### config.mk
export PLATFORM = sky130hd
export DESIGN_NAME = obuf_requant_drain
export DESIGN_NICKNAME = d
export VERILOG_FILES = /design/src/rtl/obuf_requant_drain.sv
export SDC_FILE = /design/constraint.sdc
export NUM_CORES = 1
export LEC_CHECK = 0
export CORE_AREA = 2 2 136 138
export CTS_CLUSTER_DIAMETER = 120
export CTS_CLUSTER_SIZE = 16
export DETAILED_ROUTE_END_ITERATION = 8
export DIE_AREA = 0 0 138 140
export GPL_TIMING_DRIVEN = 0
export PLACE_DENSITY = 0.82
export RECOVER_POWER = 50
export SLEW_MARGIN = 20
export SYNTH_ARGS = -nofsm -noshare
export SYNTH_HDL_FRONTEND = slang
export SYNTH_SLANG_ARGS = --single-unit
### constraint.sdc
create_clock -name clk -period 11 [get_ports clk]
set_input_delay 2.2 -clock clk [delete_from_list [all_inputs] [get_ports clk]]
set_output_delay 2.2 -clock clk [all_outputs]
set_load 0.005 [all_outputs]
### src/rtl/obuf_requant_drain.sv
// Requantizes one packed 128-bit MAC result word into signed 8-bit lanes streamed one per cycle.
// Latency: first lane two cycles after the accept cycle (IDLE -> PREP -> DRAIN), then 1 lane/cycle.
// Backpressure: in_ready low while a word drains; output lane held stable until out_ready.
module obuf_requant_drain #(
  parameter int SHIFT_W  = 4,
  parameter int SATCNT_W = 8
) (
  input  logic                clk,
  input  logic                nrst,
  input  logic                in_valid,
  output logic                in_ready,
  input  logic [127:0]        in_data,
  input  logic [1:0]          mode,
  input  logic [SHIFT_W-1:0]  shift,
  output logic                out_valid,
  input  logic                out_ready,
  output logic [7:0]          out_data,
  output logic [3:0]          out_lane,
  output logic                out_last,
  output logic                err,
  output logic [SATCNT_W-1:0] sat_count,
  input  logic                sat_clr
);

  typedef enum logic [1:0] {
    IDLE  = 2'd0,
    PREP  = 2'd1,
    DRAIN = 2'd2
  } state_e;

  localparam logic [1:0] MODE_2B  = 2'b00;
  localparam logic [1:0] MODE_4B  = 2'b01;
  localparam logic [1:0] MODE_ILL = 2'b11;

  state_e                state_q, state_d;
  logic [127:0]          word_q;
  logic [1:0]            mode_q;
  logic [SHIFT_W-1:0]    shift_q;
  logic                  out_valid_q, out_valid_d;
  logic [7:0]            out_data_q, out_data_d;
  logic [3:0]            out_lane_q, out_lane_d;
  logic                  out_last_q, out_last_d;
  logic                  lane_sat_q, lane_sat_d;
  logic                  err_q;
  logic [SATCNT_W-1:0]   sat_count_q;

  logic                  accept;
  logic                  out_hs;
  logic [3:0]            lane_sel;
  logic [6:0]            off12;
  logic [7:0]            f8;
  logic [11:0]           f12;
  logic [19:0]           f20;
  logic signed [20:0]    lane_val;
  logic                  lane_is_last;
  logic signed [20:0]    rnd;
  logic signed [20:0]    sum;
  logic signed [20:0]    shifted;
  logic [7:0]            rq_data;
  logic                  rq_sat;

  assign in_ready  = (state_q == IDLE);
  assign accept    = in_ready && in_valid;
  assign out_hs    = out_valid_q && out_ready;
  assign out_valid = out_valid_q;
  assign out_data  = out_data_q;
  assign out_lane  = out_lane_q;
  assign out_last  = out_last_q;
  assign err       = err_q;
  assign sat_count = sat_count_q;

  // Lane to load next: lane 0 in PREP, otherwise the successor of the lane on the port.
  always_comb begin
    lane_sel = 4'd0;
    if (state_q == DRAIN) begin
      lane_sel = out_lane_q + 4'd1;
    end
  end

  // Unpack the selected lane from the captured word and sign-extend to 21 bits.
  always_comb begin
    off12        = 7'({lane_sel[1:0], 3'b000}) + 7'({lane_sel[1:0], 2'b00});
    f8           = word_q[{lane_sel, 3'b000} +: 8];
    f12          = word_q[off12 +: 12];
    f20          = word_q[19:0];
    lane_val     = {f20[19], f20};
    lane_is_last = 1'b1;
    case (mode_q)
      MODE_2B: begin
        lane_val     = {{13{f8[7]}}, f8};
        lane_is_last = (lane_sel == 4'd15);
      end
      MODE_4B: begin
        lane_val     = {{9{f12[11]}}, f12};
        lane_is_last = (lane_sel == 4'd3);
      end
      default: begin
        lane_val     = {f20[19], f20};
        lane_is_last = 1'b1;
      end
    endcase
  end

  // Round half-up, arithmetic shift, clamp to signed 8 bits; 21 bits cannot overflow here.
  always_comb begin
    rnd = '0;
    if (shift_q != '0) begin
      rnd = 21'(1) << (shift_q - SHIFT_W'(1));
    end
    sum     = lane_val + rnd;
    shifted = sum >>> shift_q;
    rq_data = shifted[7:0];
    rq_sat  = 1'b0;
    if (shifted > 21'sd127) begin
      rq_data = 8'h7F;
      rq_sat  = 1'b1;
    end else if (shifted < -21'sd128) begin
      rq_data = 8'h80;
      rq_sat  = 1'b1;
    end
  end

  // Next-state and output-register logic for the drain FSM.
  always_comb begin
    state_d     = state_q;
    out_valid_d = out_valid_q;
    out_data_d  = out_data_q;
    out_lane_d  = out_lane_q;
    out_last_d  = out_last_q;
    lane_sat_d  = lane_sat_q;
    case (state_q)
      IDLE: begin
        if (accept && (mode != MODE_ILL)) begin
          state_d = PREP;
        end
      end
      PREP: begin
        state_d     = DRAIN;
        out_valid_d = 1'b1;
        out_data_d  = rq_data;
        out_lane_d  = lane_sel;
        out_last_d  = lane_is_last;
        lane_sat_d  = rq_sat;
      end
      DRAIN: begin
        if (out_hs) begin
          if (out_last_q) begin
            state_d     = IDLE;
            out_valid_d = 1'b0;
          end else begin
            out_data_d = rq_data;
            out_lane_d = lane_sel;
            out_last_d = lane_is_last;
            lane_sat_d = rq_sat;
          end
        end
      end
      default: begin
        state_d     = IDLE;
        out_valid_d = 1'b0;
      end
    endcase
  end

  // FSM state and output lane registers.
  always_ff @(posedge clk or negedge nrst) begin
    if (!nrst) begin
      state_q     <= IDLE;
      out_valid_q <= 1'b0;
      out_data_q  <= '0;
      out_lane_q  <= '0;
      out_last_q  <= 1'b0;
      lane_sat_q  <= 1'b0;
    end else begin
      state_q     <= state_d;
      out_valid_q <= out_valid_d;
      out_data_q  <= out_data_d;
      out_lane_q  <= out_lane_d;
      out_last_q  <= out_last_d;
      lane_sat_q  <= lane_sat_d;
    end
  end

  // Capture word, mode and shift on accept so later input changes cannot disturb the drain.
  always_ff @(posedge clk or negedge nrst) begin
    if (!nrst) begin
      word_q  <= '0;
      mode_q  <= '0;
      shift_q <= '0;
    end else if (accept) begin
      word_q  <= in_data;
      mode_q  <= mode;
      shift_q <= shift;
    end
  end

  // One-cycle error pulse for an accepted word with the reserved mode encoding.
  always_ff @(posedge clk or negedge nrst) begin
    if (!nrst) begin
      err_q <= 1'b0;
    end else begin
      err_q <= accept && (mode == MODE_ILL);
    end
  end

  // Saturation statistic: clear wins, otherwise count saturated lanes as they leave, sticky at max.
  always_ff @(posedge clk or negedge nrst) begin
    if (!nrst) begin
      sat_count_q <= '0;
    end else if (sat_clr) begin
      sat_count_q <= '0;
    end else if (out_hs && lane_sat_q && (sat_count_q != '1)) begin
      sat_count_q <= sat_count_q + SATCNT_W'(1);
    end
  end

endmodule

==> metrics.txt, run 1 <==
TNS Setup=0 ns; largest net degree at the start of global routing=between 100 and 150; ys async rst share=100%; #FFs+latches synth=160; antenna-violating nets left=0; Mapped Nets=approximately 1200; unrepaired setup endpoints after global routing=no; Die ar.=0.0193 sq mm; HPWL after detailed placement=roughly 26000 um; Tot GR Track Use=35.6%; CTS Buf Count=17; Final nets=about 1400; Area contributors post-synth=dfrtp_1, mux2_2, nand2_1, nor2_1, mux4_2; CTS resizes=0; Post-Syn Area=0.0103 sq mm; cell count after synthesis=about 1100; TritonCTS Sinks=160; row cnt=a little under 50; core area=0.0178 sq mm; Setup Skew=0.0206 ns; Arrival @ worst endpoint=between 7 and 8 ns; die extent in y=~140 um; area of the multi-input gates=0.00595 sq mm; pre-CTS setup slack=3.65 ns; deepest clock path buffer count=2; Synth top area share=between 30% and 40%; Layout area overhead=24.4%; crit path max fanout=10; critical path class=reg2reg; DRT iter0 DRCs=1103; area leader, netlist=dfrtp_1; root buf cell=clkbuf_16; gpl congestion=0.996; Seq pwr share=25.0%; Synth Warn #=0; post-synth cell types=84; Int Pwr=2380 uW; initial antenna violation count=0; DP Area=around 0.012 sq mm; TritonCTS clock tree=yes; Via density=6.68; CTS Hold Bufs=0; DR WL/cell=about 24 um; Seq/Total Area, Yosys=38.7%; Fillers=1347; Slew Limit Fails=59; Sequential Area=roughly 0.0040 sq mm; final instance area=between 0.01 and 0.015 sq mm; combinational share of power=approximately three fifths; PwrDens=349 mW/mm^2; leakage=0.00511 uW; Ports=163; worst skew pair latency=between 0.4 and 0.5 ns; Commonest cells post-synth=dfrtp_1, mux2_2, nand2_1, nor2_1, clkbuf_1; Worst-path clk slew=about 0.060 ns; Slew HR=-133%; Post-synth EDFFs=0; IO Port Bufs=approximately 160; Clock power frac=13.8%; Critical Path Source Type=flip-flop; Max Clock Freq=between 100 and 150 MHz; H-tree levels=4; GR Overflow Total=0; Setup Fix Bufs, Post-CTS=0; switching power share of the total=46.9%; starting density of the core=approximately three fifths; Synth Flop Type=dfrtp_1; detailed-route wire length=34800 um; most frequent cell after synthesis=dfrtp_1; fin crit period=7.66 ns; Residual DRC=0; chip width=138 um; final worst setup slack=3.34 ns; worst slew pin tran=3.49 ns; mean post-synth cell area=between 9 and 10 sq um; final setup violation count=0; run status=complete, but fails checks; global-route wire length before repair=53900 um; Hold Vio Cnt, Final=0; vias in the first global route=9522; net switching power=2110 uW; CP Capture Type=flip-flop; worst vdd ir=0.000176 V; max-cap violations=1; via count=9859; Hold Crit Class=reg2reg; first drt pass iteration count=8; violated checks=max-capacitance violations, max-slew violations; share of post-route cells with drive strength above 1=between 10% and 20%; antenna fix cells=0; Critical Path RT=11.28 ns; period utilization=between 60% and 70%
[flip-flops by register name, indices dropped and copies added (netlist names)]
name / cells
out_last: 1
state_q: 2
out_lane: 4
err: 1
word_q: 128
out_data: 8
mode_q: 2
sat_count: 8
out_valid: 1
lane_sat_q: 1
shift_q: 4
[power by group through the flow]
stage | logic, uW | registers (uW) | clock network [uW]
final | 2750 | 1120 | 622
after global routing | 2950 | 1140 | 647
after CTS | 2680 | 1110 | 621
after detailed placement | 2650 | 1110 | 0
after global placement | 2630 | 1100 | 0
after floorplan | 1980 | 1010 | 0
[layer usage]
layer	wire length (um)	track usage, %	vias to the layer above	share of wire [%]
met5	0	0	-	0
met4	1530	14.9	0	4.4
met3	3220	6.32	116	9.2
met2	15800	56.8	630	46
met1	14200	48.4	4769	41
li1	-	-	4344	-
[final cells by class]
class                           count  share of cell area, %
Multi-Input combinational cell    797                   46.2
Sequential cell                   160                   31.1
Timing Repair Buffer              162                   12.7
Clock buffer                       20                   3.55
Buffer                             82                   2.63
Tap cell                          229                   2.23
Clock inverter                     11                   1.12
Inverter                           16                  0.467
[final timing paths]
path | end | slack, ns | from | cells past startpoint
setup / recovery | out_data[3] | 3.34 | out_lane[1] | 23
hold reg to reg | out_data[7] | 0.48 | out_data[7] | 2
hold / removal | out_data[7] | 0.48 | out_data[7] | 2
max in group asynchronous | word_q[23] | 6.07 | nrst | 1
min in group asynchronous | sat_count[5] | 2.94 | nrst | 1
setup reg to reg | out_data[3] | 3.34 | out_lane[1] | 23
[worst max-delay path: stages (launching register included)]
cell and delay (ns):
dfrtp_1 0.42, ha_1 0.29, clkbuf_1 0.47, clkbuf_1 0.48
clkbuf_1 0.53, clkbuf_1 0.51, o21ai_0 0.16, a211oi_1 0.33
o31ai_1 0.14, a21oi_1 0.26, ha_1 0.21, inv_1 0.05
fa_1 0.39, nand2b_1 0.18, a21o_1 0.19, a21oi_1 0.53
o32a_1 0.28, xnor2_1 0.28, mux2_2 0.29, nor2_1 0.07
o311ai_0 0.56, a211oi_2 0.19, a311oi_2 0.56, a311oi_1 0.11
[placed cells by master (no fill, tap or decap), types with 15 or more instances in the layout]
cell / instances
nand2_1: 105
nor2b_1: 15
clkbuf_1: 59
nor2_1: 78
ha_1: 18
a21oi_1: 51
clkbuf_16: 17
a211oi_1: 26
clkdlybuf4s50_1: 158
dfrtp_1: 160
o21ai_0: 52
nand3_1: 19
mux2i_1: 21
mux2_2: 131
o22ai_1: 30
[cell families (layout without fill, tap and decap cells)]
| family | after synthesis | in the layout | share of synthesized area (%) |
|---|---|---|---|
| adder cells (fa/ha/maj) | 19 | 19 | 2.37 |
| multiplexers | 164 | 164 | 18.9 |
| other | 1 | 1 | 0.0362 |
| XOR/XNOR | 19 | 19 | 1.61 |
| flip-flops | 160 | 160 | 38.7 |
| AO/OA/AOI/OAI | 309 | 309 | 21.7 |
| buffers and inverters | 98 | 291 | 3.86 |
| AND/OR/NAND/NOR | 285 | 285 | 12.9 |
[per-stage QoR]
step                      instances  total power [uW]  utilization (%)  hold slack (ns)
after CTS                      1477              4410             72.4            0.485
after detailed placement       1446              3770             69.1            0.472
after floorplan                1055              2990                -            0.467
after global routing           1477              4740             72.4            0.519
final                          1477              4490             72.4            0.481
after global placement         1445              3730             68.9            0.467
Power figures use the tool's default switching activity.
==> run 2: changes to the inputs <==
--- a/config.mk
+++ b/config.mk
@@ -5,13 +5,13 @@
 export SDC_FILE = /design/constraint.sdc
 export NUM_CORES = 1
 export LEC_CHECK = 0
-export CORE_AREA = 2 2 136 138
+export CORE_AREA = 2 2 141 143
 export CTS_CLUSTER_DIAMETER = 120
 export CTS_CLUSTER_SIZE = 16
 export DETAILED_ROUTE_END_ITERATION = 8
-export DIE_AREA = 0 0 138 140
+export DIE_AREA = 0 0 143 145
 export GPL_TIMING_DRIVEN = 0
-export PLACE_DENSITY = 0.82
+export PLACE_DENSITY = 0.77
 export RECOVER_POWER = 50
 export SLEW_MARGIN = 20
 export SYNTH_ARGS = -nofsm -noshare
==> constraint.sdc (replaced) <==
create_clock -name clk -period 7.6 [get_ports clk]
set_input_delay 1.52 -clock clk [delete_from_list [all_inputs] [get_ports clk]]
set_output_delay 1.52 -clock clk [all_outputs]
set_load 0.005 [all_outputs]
==> run 2 against run 1 <==
  * The flow still finishes with violations (max-capacitance violations, max-slew violations)
  * Die area grew 7.3%
  * Cell area increased by 0.14%
  * Worst hold slack improved by 0.020 ns
  * Final cell count grew 2.4%
  * Sequential cell count unchanged
  * Combinational power rose by 45%
  * Core utilization fell by 5.3 points
  * Via count is 1.3% lower
  * Sequential share of layout area is essentially flat
  * Sequential power is 45% higher
  * Clock power is 43% higher
  * Critical endpoint is now out_data[2]
==> metrics.txt, run 2 (synthesized netlist as in run 1, its figures left out) <==
run status=complete, but fails checks (unchanged); violated checks=max-capacitance violations, max-slew violations (unchanged); antenna fix cells=0 (unchanged); final setup violation count=0 (unchanged); unrepaired setup endpoints after global routing=no (unchanged); pre-CTS setup slack=0.211 ns (was 3.65 ns); chip width=143 um (was 138 um); core area=0.0192 sq mm (was 0.0178 sq mm); Sequential Area=0.00400 sq mm (unchanged); Arrival @ worst endpoint=7.45 ns (was 7.93 ns); Setup Skew=0.0143 ns (was 0.0206 ns); initial antenna violation count=0 (unchanged); die extent in y=145 um (was 140 um); Fillers=1596 (was 1347); Slew HR=-149% (was -133%); GR Overflow Total=0 (unchanged); crit path max fanout=10 (unchanged); via count=9726 (was 9859); Die ar.=0.0207 sq mm (was 0.0193 sq mm); Slew Limit Fails=163 (was 59); row cnt=51 (was 49); CTS Buf Count=17 (unchanged); vias in the first global route=9723 (was 9522); starting density of the core=53.9% (was 58.2%); Hold Vio Cnt, Final=0 (unchanged); Critical Path RT=7.89 ns (was 11.28 ns); gpl congestion=0.953 (was 0.996); Via density=6.43 (was 6.68); largest net degree at the start of global routing=94 (was 103); detailed-route wire length=35300 um (was 34800 um); deepest clock path buffer count=2 (unchanged); Layout area overhead=24.5% (was 24.4%); worst skew pair latency=0.44 ns (about the same); placed instance count=1482 (was 1446); fin crit period=7.16 ns (was 7.66 ns); Ports=163 (unchanged); CP Capture Type=flip-flop (unchanged); Slowest cell on crit path=a2111oi_1 (was o311ai_0); Tot GR Track Use=35.0% (was 35.6%); HPWL after detailed placement=26800 um (was 26100 um); Critical Path Source Type=flip-flop (unchanged); area of the multi-input gates=0.00595 sq mm (about the same); commonest non-fill, non-tap cell in the layout=dfrtp_1 (unchanged); Most flops, register=word_q (unchanged); PwrDens=505 mW/mm^2 (was 349 mW/mm^2); worst slew pin tran=3.73 ns (was 3.49 ns); global-route wire length before repair=55800 um (was 53900 um); max-cap violations=2 (was 1); first drt pass iteration count=6 (was 8); max FFs per register=128 (unchanged); Residual DRC=0 (unchanged); critical path class=reg2reg (unchanged); Max Clock Freq=140 MHz (was 131 MHz); period utilization=94.2% (was 69.6%); H-tree levels=4 (unchanged); max incr delay on CP=0.62 ns (was 0.56 ns); root buf cell=clkbuf_16 (unchanged); TritonCTS Sinks=160 (unchanged); most frequent cells in the layout=dfrtp_1, clkdlybuf4s50_1, mux2_2, nand2_1, nor2_1 (unchanged); TritonCTS clock tree=yes (unchanged); Tot Pwr=6510 uW (was 4490 uW); share of post-route cells with drive strength above 1=16.9% (was 16.3%); Worst-path clk slew=0.07 ns (was 0.06 ns); Hold Crit Class=reg2reg (unchanged); Cell Chain, Critical Path=buf_2, and3_1, mux2i_1, clkbuf_1, buf_1, o2111ai_1, nand3_1, o31ai_1, a221oi_1, ha_1, a21o_1, a21oi_1, a31oi_1, o2111ai_1, a22o_1, mux2_2, a2111oi_1, nand3b_1, a211oi_2, a311oi_2, a311oi_2 (was ha_1, clkbuf_1, clkbuf_1, clkbuf_1, clkbuf_1, o21ai_0, a211oi_1, o31ai_1, a21oi_1, ha_1, inv_1, fa_1, nand2b_1, a21o_1, a21oi_1, o32a_1, xnor2_1, mux2_2, nor2_1, o311ai_0, a211oi_2, a311oi_2, a311oi_1); Final nets=1393 (was 1394); leakage=0.00511 uW (about the same); DR WL/cell=23.3 um (was 23.6 um); IO Port Bufs=161 (unchanged); antenna-violating nets left=0 (unchanged); DRT iter0 DRCs=1045 (was 1103); Fin Hold WS=0.501 ns (was 0.481 ns); Buf/Inv on CP=3 (was 5); worst vdd ir=0.000232 V (was 0.000176 V); delay-heaviest family, CP=compound AO/OA/AOI/OAI gates (unchanged); Final Non-Filler Cells=1513 (was 1477); final worst setup slack=0.438 ns (was 3.34 ns)
==> run 2: cell types whose count changed in the layout (fill, tap and decap cells not counted), moves of 2 or more <==
cell / previous run / this run
clkbuf_1: 59 / 52
inv_8: 2 / 6
dlygate4sd3_1: 2 / 4
clkbuf_8: 2 / 0
clkinvlp_4: 0 / 2
clkinv_4: 3 / 0
clkdlybuf4s50_1: 158 / 156
clkbuf_2: 0 / 6
==> run 2: area by class of cell <==
class | instances | share of cell area, %
repair buffers | 162 | 12.5
well taps | 265 | 2.57
multi-input cells | 797 | 46.2
clock buffers | 18 | 3.33
inverters | 16 | 0.466
clock inverters | 14 | 1.24
plain buffers | 81 | 2.65
flip-flops and latches | 160 | 31.1
==> run 2: tightest hold or removal path: stages (launching register included) <==
cell and delay [ns]:
dfrtp_1 0.36, nand2_1 0.05, o21ai_0 0.06
==> run 2: report_power, final <==
part           internal [uW]  switching [uW]
registers               1260             367
logic                   1680            2310
clock network            470             420
==> run 2: worst paths after layout <==
check                               end  slack (ns)         from  depth (start not counted)
min in group asynchronous  sat_count[5]        2.35         nrst                          1
max in group asynchronous    word_q[45]        1.58         nrst                          2
setup / recovery            out_data[2]        0.44  out_lane[0]                         21
setup reg to reg            out_data[2]        0.44  out_lane[0]                         21
hold reg to reg             out_data[7]        0.50  out_data[7]                          2
hold / removal              out_data[7]        0.50  out_data[7]                          2
==> run 2: per-stage QoR <==
step	TNS (ns)	area, sq um	utilization, %
6_report	0	12900	67.1
4_1_cts	0	12900	67.2
3_3_place_gp	-242.77	12300	64.0
5_1_grt	0	12900	67.1
3_5_place_dp	0	12300	64.2
2_1_floorplan	0	10300	-
==> run 2: per-layer routing <==
| metal | GRT usage [%] | vias to the layer above | part of all wire (%) |
|---|---|---|---|
| met5 | 0 | - | 0 |
| met4 | 10.9 | 0 | 3.2 |
| met3 | 6.96 | 92 | 8.0 |
| met2 | 54.9 | 509 | 46 |
| met1 | 49.0 | 4783 | 42 |
| li1 | - | 4342 | - |
==> run 2: timing repair <==
action,CTS,global route
resized for setup,0,10
endpoints found under the setup margin,0,8
hold buffers,0,0
setup buffers,0,0
